**config.mk**
```make
export PLATFORM = sky130hd
export DESIGN_NAME = instr_loader
export DESIGN_NICKNAME = d
export VERILOG_FILES = /design/src/rtl/instr_loader.sv
export SDC_FILE = /design/constraint.sdc
export NUM_CORES = 1
export LEC_CHECK = 0
export ABC_CLOCK_PERIOD_IN_PS = 3700
export BUFFER_PORTS_ARGS = -buffer_cell sky130_fd_sc_hd__buf_4
export CORE_UTILIZATION = 45
export CTS_BUF_LIST = sky130_fd_sc_hd__clkbuf_4 sky130_fd_sc_hd__clkbuf_8 sky130_fd_sc_hd__clkbuf_16
export DETAILED_ROUTE_END_ITERATION = 6
export PLACE_DENSITY = 0.73
export SLEW_MARGIN = 25
export SYNTH_ARGS = -nofsm -noshare
export SYNTH_HDL_FRONTEND = slang
export SYNTH_SLANG_ARGS = --single-unit
```
**constraint.sdc**
```tcl
create_clock -name clk -period 3.7 [get_ports clk]
set_clock_uncertainty 0.05 [all_clocks]
set_input_delay 0.555 -clock clk [delete_from_list [all_inputs] [get_ports clk]]
set_output_delay 0.555 -clock clk [all_outputs]
set_load 0.05 [all_outputs]
```
**src/rtl/instr_loader.sv**
```systemverilog
// Byte-stream instruction loader: LOAD fills instruction memory word by word,
// COMMIT publishes the loaded length to fetch, CLEAR fills the memory with NOPs.
module instr_loader #(
  parameter int          n_blocks        = 256,
  parameter logic [4:0]  BLOCK_INSTR_NOP = 5'd0,
  localparam int         AW              = $clog2(n_blocks)
) (
  input  logic          clk,
  input  logic          reset,
  input  logic [7:0]    in_data,
  input  logic          in_valid,
  output logic          in_ready,
  output logic [AW-1:0] instr_write_addr,
  output logic [31:0]   instr_write_val,
  output logic          instr_write_enable,
  output logic [AW-1:0] n_blocks_running,
  output logic [AW-1:0] last_block,
  output logic          busy,
  output logic          error
);

  typedef enum logic [1:0] {IDLE, COUNT, DATA, CLEAR} state_t;

  localparam logic [7:0]    CMD_LOAD   = 8'h01;
  localparam logic [7:0]    CMD_COMMIT = 8'h02;
  localparam logic [7:0]    CMD_CLEAR  = 8'h03;
  localparam logic [AW-1:0] LAST_ADDR  = AW'(n_blocks - 1);

  state_t        state_q;
  logic [AW-1:0] w_q;
  logic [1:0]    b_q;
  // Lengths carry one extra bit so a full-depth load (L == n_blocks) is representable.
  logic [AW:0]   len_q;
  logic [AW:0]   loaded_q;
  logic [31:0]   word_q;

  logic          accept;
  logic [8:0]    len_d;
  logic          last_word;

  assign in_ready  = (state_q != CLEAR);
  assign busy      = (state_q != IDLE);
  assign accept    = in_valid && in_ready;
  assign len_d     = {1'b0, in_data} + 9'd1;
  assign last_word = ({1'b0, w_q} == (len_q - (AW+1)'(1)));

  always_ff @(posedge clk) begin
    if (reset) begin
      state_q            <= IDLE;
      w_q                <= '0;
      b_q                <= '0;
      len_q              <= '0;
      loaded_q           <= '0;
      word_q             <= '0;
      n_blocks_running   <= '0;
      last_block         <= '0;
      instr_write_enable <= 1'b0;
      instr_write_addr   <= '0;
      instr_write_val    <= '0;
      error              <= 1'b0;
    end else begin
      instr_write_enable <= 1'b0;
      error              <= 1'b0;
      case (state_q)
        IDLE: begin
          if (accept) begin
            case (in_data)
              CMD_LOAD: begin
                n_blocks_running <= '0;
                state_q          <= COUNT;
              end
              CMD_COMMIT: begin
                if (loaded_q != '0) begin
                  n_blocks_running <= AW'(loaded_q);
                  last_block       <= AW'(loaded_q - (AW+1)'(1));
                end else begin
                  n_blocks_running <= '0;
                  last_block       <= '0;
                end
              end
              CMD_CLEAR: begin
                n_blocks_running <= '0;
                loaded_q         <= '0;
                w_q              <= '0;
                state_q          <= CLEAR;
              end
              default: error <= 1'b1;
            endcase
          end
        end
        COUNT: begin
          if (accept) begin
            if (int'(len_d) > n_blocks) begin
              error   <= 1'b1;
              state_q <= IDLE;
            end else begin
              len_q   <= (AW+1)'(len_d);
              w_q     <= '0;
              b_q     <= '0;
              state_q <= DATA;
            end
          end
        end
        DATA: begin
          if (accept) begin
            b_q <= b_q + 2'd1;
            if (b_q == 2'd3) begin
              instr_write_enable <= 1'b1;
              instr_write_addr   <= w_q;
              instr_write_val    <= {in_data, word_q[23:0]};
              if (last_word) begin
                loaded_q <= len_q;
                state_q  <= IDLE;
              end else begin
                w_q <= w_q + AW'(1);
              end
            end else begin
              word_q[8*b_q +: 8] <= in_data;
            end
          end
        end
        CLEAR: begin
          instr_write_enable <= 1'b1;
          instr_write_addr   <= w_q;
          instr_write_val    <= {27'd0, BLOCK_INSTR_NOP};
          w_q                <= w_q + AW'(1);
          if (w_q == LAST_ADDR) begin
            last_block <= '0;
            state_q    <= IDLE;
          end
        end
        default: state_q <= IDLE;
      endcase
    end
  end

endmodule

```
* Word level (Yosys, flattened, before mapping)
Index checks and enable logic that the tools add are counted.
Storage, ports and cells: register bits after elaboration 120, input bits 11, output and inout port bits 60, logic and storage cells 113
Operators by class: $add $sub $neg 6, magnitude comparators 1, equal/unequal tests 21, shifts and indexed selects 2, mux-type cells 49, bitwise logic cells 2, reduce and logical (&&, ||, !) cells 20
Operators by type and width (count):
- $mux 8 | 14
- $mux 32 | 2
- $pmux 32 s2 | 1
- $pmux 8 s2 | 3
- $mux 9 | 5
- $neg 5->34 | 1
- $shift 8x34->32 const A | 1
- $shiftx 8x34->32 | 1
- $bwmux 32 | 1
- $pmux 8 s4 | 1
- $mux 2 | 10
- $ne 2x2->1 const B | 9
- $pmux 9 s2 | 1
- $eq 8x2->1 const B | 2
- $reduce_and 7->1 | 2
- $reduce_and 3->1 | 4
- $reduce_bool 2->1 | 6
- $add 8x1->9 const B | 1
- $eq 8x9->1 | 1
- $gt 9x9->1 const B | 1
- $reduce_bool 9->1 | 1
- $sub 9x1->9 const B | 1
- $add 8x1->8 const B | 1
- $eq 8x1->1 const B | 1
- 18 further kinds | 30

* Depth between registers and ports, before layout
depth after elaboration 6, gate-level depth with buffers 10

* Worst setup path before layout
OpenSTA, ideal clock, no wires.
path kind input port to flip-flop, start point input in_data[0], end point register w_q[3], library setup time 119 ps, data arrival time 2196 ps, slack 1335 ps, stages 10, cells stage by stage ha_1 clkbuf_1 nand3_1 nor2_1 and2_1 clkbuf_1 nand3b_1 o21ai_1 nor3_2 o221a_2
On the way: cells in the longest elaborated chain, start to end 4, elaborated cells on any way between the ends 6
RTL lines:
- start: declaration | line 10 | input logic [7:0] in_data,
- $add 8x1->9 | line 44 | assign len_d = {1'b0, in_data} + 9'd1;
- $gt 9x9->1 | line 93 | if (int'(len_d) > n_blocks) begin
- $ne 2x2->1 (no line)
- $reduce_and 7->1 (no line) *
- end signal: assignment | line 115 | w_q <= w_q + AW'(1);
- end signal: assignment | line 126 | w_q <= w_q + AW'(1);
- end: declaration | line 30 | logic [AW-1:0] w_q;
Every way passes the cells marked *; elsewhere a longest branch is shown, timed or not. A chain may end at the register's enable or synchronous reset.

* Worst setup path in the final report
start point register state_q[1], end point output in_ready
On the way: cells in the longest elaborated chain, start to end 1
RTL lines:
- start: declaration | line 29 | state_t state_q;
- start signal: assignment | line 49 | state_q <= IDLE;
- start signal: assignment | line 70 | state_q <= COUNT;
- start signal: assignment | line 85 | state_q <= CLEAR;
- $ne 2x2->1 | line 41 | assign in_ready = (state_q != CLEAR);
- end: declaration | line 12 | output logic in_ready,
Every way passes these cells.

==> results.sh <==
export IMPL_drive_gt1_frac=0.166
export IMPL_cts_tree="built"
export IMPL_avgViaCountPerCell=5.76
export IMPL_setup_violations=0
export IMPL_drc=0
export IMPL_die_area_um2=11900
export IMPL_period_needed_ps=2670
export IMPL_netlist_area_leader_share=0.433
export IMPL_layout_common_cells="dfxtp_1 (112), nand2_1 (109), a21oi_1 (83)"
export IMPL_clock_root_buffer="clkbuf_16"
export IMPL_rsz0062_at_grt="no"
export IMPL_cts_sinks=112
export IMPL_seq_area_frac_synth=0.433
export IMPL_dr_pass1_iters=5
export IMPL_synth_area_mux_share=0.0215
export IMPL_gp_congestion=0.884
export IMPL_track_usage=0.225
export IMPL_endpoint_kind="output pin"
export IMPL_fillers=1051
export IMPL_htreeDepth=3
export IMPL_timing_fmax_mhz=374
export IMPL_synth_ff_type="dfxtp_1"
export IMPL_slew_viol_final=0
export IMPL_yosysTopAreaCell="dfxtp_1"
export IMPL_first_global_vias=4526
export IMPL_wl_per_cell_um=15.8
export IMPL_synth_adder_area_share=0.0290
export IMPL_area_growth_synth_to_final_pct=16.1
export IMPL_grt_pass1_wl_um=21300
export IMPL_seqCellArea_um2=2240
export IMPL_cp_max_fo=23
export IMPL_synth_xor_xnor_area_share=0.0304
export IMPL_cts_resized_gates=0
export IMPL_syn_inst=646
export IMPL_die_x_um=109
export IMPL_hold_class="reg2reg"
export IMPL_syn_area_per_cell_um2=8.02
export IMPL_initial_core_util=0.470
export IMPL_yosysWarnings=0
export IMPL_cts_inserted_buffers=9
export IMPL_synth_area_top_cells="dfxtp_1 (43%), a21oi_1 (8.0%), nand2_1 (7.9%)"
export IMPL_die_h_um=109
export IMPL_criticalPathCategory="reg2out"
export IMPL_clk_latency_ps=350
export IMPL_slew_headroom=0.361
export IMPL_drv_cap=0
export IMPL_design_core_area_um2=11000
export IMPL_clockBufferDepth=2
export IMPL_final_setup_tns_ps=0
export IMPL_synth_cell_types=55
export IMPL_final_hold_violation_count=0
export IMPL_synth_top_family_by_area="simple AND/OR/NAND/NOR gates"
export IMPL_num_vias=4768
export IMPL_fin_crit_sh=0.723
export IMPL_fin_nets=706
export IMPL_status="finished, final reports clean"
export IMPL_hold_slack_ps=403
export IMPL_required_ps=3090
export IMPL_path_clk_slew_ps=70
export IMPL_synth_nets=669
export IMPL_antenna_cells=0
export IMPL_core_rowCount=38
export IMPL_p_leak_uw=0.00214
export IMPL_postCtsSetupBuffers=0
export IMPL_grt_max_degree=112
export IMPL_synth_compound_area_share=0.166
export IMPL_worst_slew_pin_transition_ps=957
export IMPL_antenna_found_initial=0
export IMPL_io_pins=71
export IMPL_dp_final_hpwl_um=8860
export IMPL_postRouteAntennaNets=0
export IMPL_first_iter_violations=258
export IMPL_cp_start_kind="register"
export IMPL_ctsHoldBuffers=0
export IMPL_worstPathArrival_ps=2070
export IMPL_portBuffers=70
export IMPL_overflow=0
export IMPL_async_flop_share=0
export IMPL_synth_edf_count=0
export IMPL_multi_input_area_um2=2690
export IMPL_power_density_nw_per_um2=376
export IMPL_syn_area_um2=5180
export IMPL_ys_ff_latch=112
export IMPL_wl_um=13100
export IMPL_layout_commonest_cell="dfxtp_1"
export IMPL_synth_simple_area_share=0.272
export IMPL_ir_worst_vdd_uv=266
[Yosys cell counts (all sizes together) (6+ instances only)]
master  instances
a211oi          9
a21oi          83
a22oi          13
buf            10
clkbuf         38
dfxtp         112
ha             12
inv            13
mux2            9
nand2         109
nand3          73
nand4          11
nor2           54
nor3           12
nor3b           6
o21ai          10
xnor2           9
xor2            9
[cell type report]
| cell class | instances | area share |
|---|---|---|
| clock buffer | 13 | 0.0425 |
| clock inverter | 3 | 0.00708 |
| inverter | 13 | 0.00812 |
| multi-input combinational | 473 | 0.447 |
| sequential | 112 | 0.373 |
| tap | 140 | 0.0291 |
| timing repair buffer | 74 | 0.0930 |
[worst max-delay path: stages (launching register included)]
cell,delay (ps)
dfxtp_1,780
nand2_1,570
buf_4,370
[power breakdown]
group	leakage [µW]	switching, µW	internal (µW)
sequential	0.000902	1.12	1210
combinational	0.00109	55.5	19.8
clock	0.000148	425	555
[per-stage QoR]
| stage | power (µW) | utilization | instance area, µm² | setup WS (ps) | std cells |
|---|---|---|---|---|---|
| after floorplan | 1290 | - | 5180 | 1330 | 646 |
| after global routing | 2320 | 0.545 | 6010 | 885 | 828 |
| after CTS | 2270 | 0.545 | 6010 | 1040 | 828 |
| after global placement | 1310 | 0.518 | 5710 | 1080 | 812 |
| after detailed placement | 1310 | 0.518 | 5710 | 1020 | 812 |
| final | 2260 | 0.545 | 6010 | 1030 | 828 |
[cell families (layout without fill, tap and decap cells)]
kind of cell	after synthesis	in the layout
adder cells (fa/ha/maj)	12	12
AO/OA/AOI/OAI	137	137
AND/OR/NAND/NOR	296	296
flip-flops	112	112
XOR/XNOR	18	18
buffers and inverters	61	103
multiplexers	10	10
[routing by layer]
| metal | vias up | global-route usage | part of all wire |
|---|---|---|---|
| li1 | 2319 | - | - |
| met1 | 2301 | 0.273 | 0.43 |
| met2 | 123 | 0.395 | 0.51 |
| met3 | 25 | 0.0379 | 0.039 |
| met4 | 0 | 0.0924 | 0.019 |
| met5 | - | 0 | 0 |
[path summary, 6_finish.rpt]
path                       startpoint  slack, ps  cells after the start                   to
hold reg to reg   instr_write_addr[7]        400                      2  instr_write_addr[7]
hold / removal    instr_write_addr[7]        400                      2  instr_write_addr[7]
setup reg to reg             len_q[0]       1130                      9          loaded_q[3]
setup / recovery           state_q[1]       1030                      2             in_ready
[registers in the layout (all words and copies together), names as in the netlist]
signal              flops
instr_write_val        32
word_q                 24
len_q                   9
loaded_q                9
instr_write_addr        8
last_block              8
n_blocks_running        8
w_q                     8
b_q                     2
state_q                 2
error                   1
instr_write_enable      1
No activity file was read; power rests on OpenSTA's default activity.
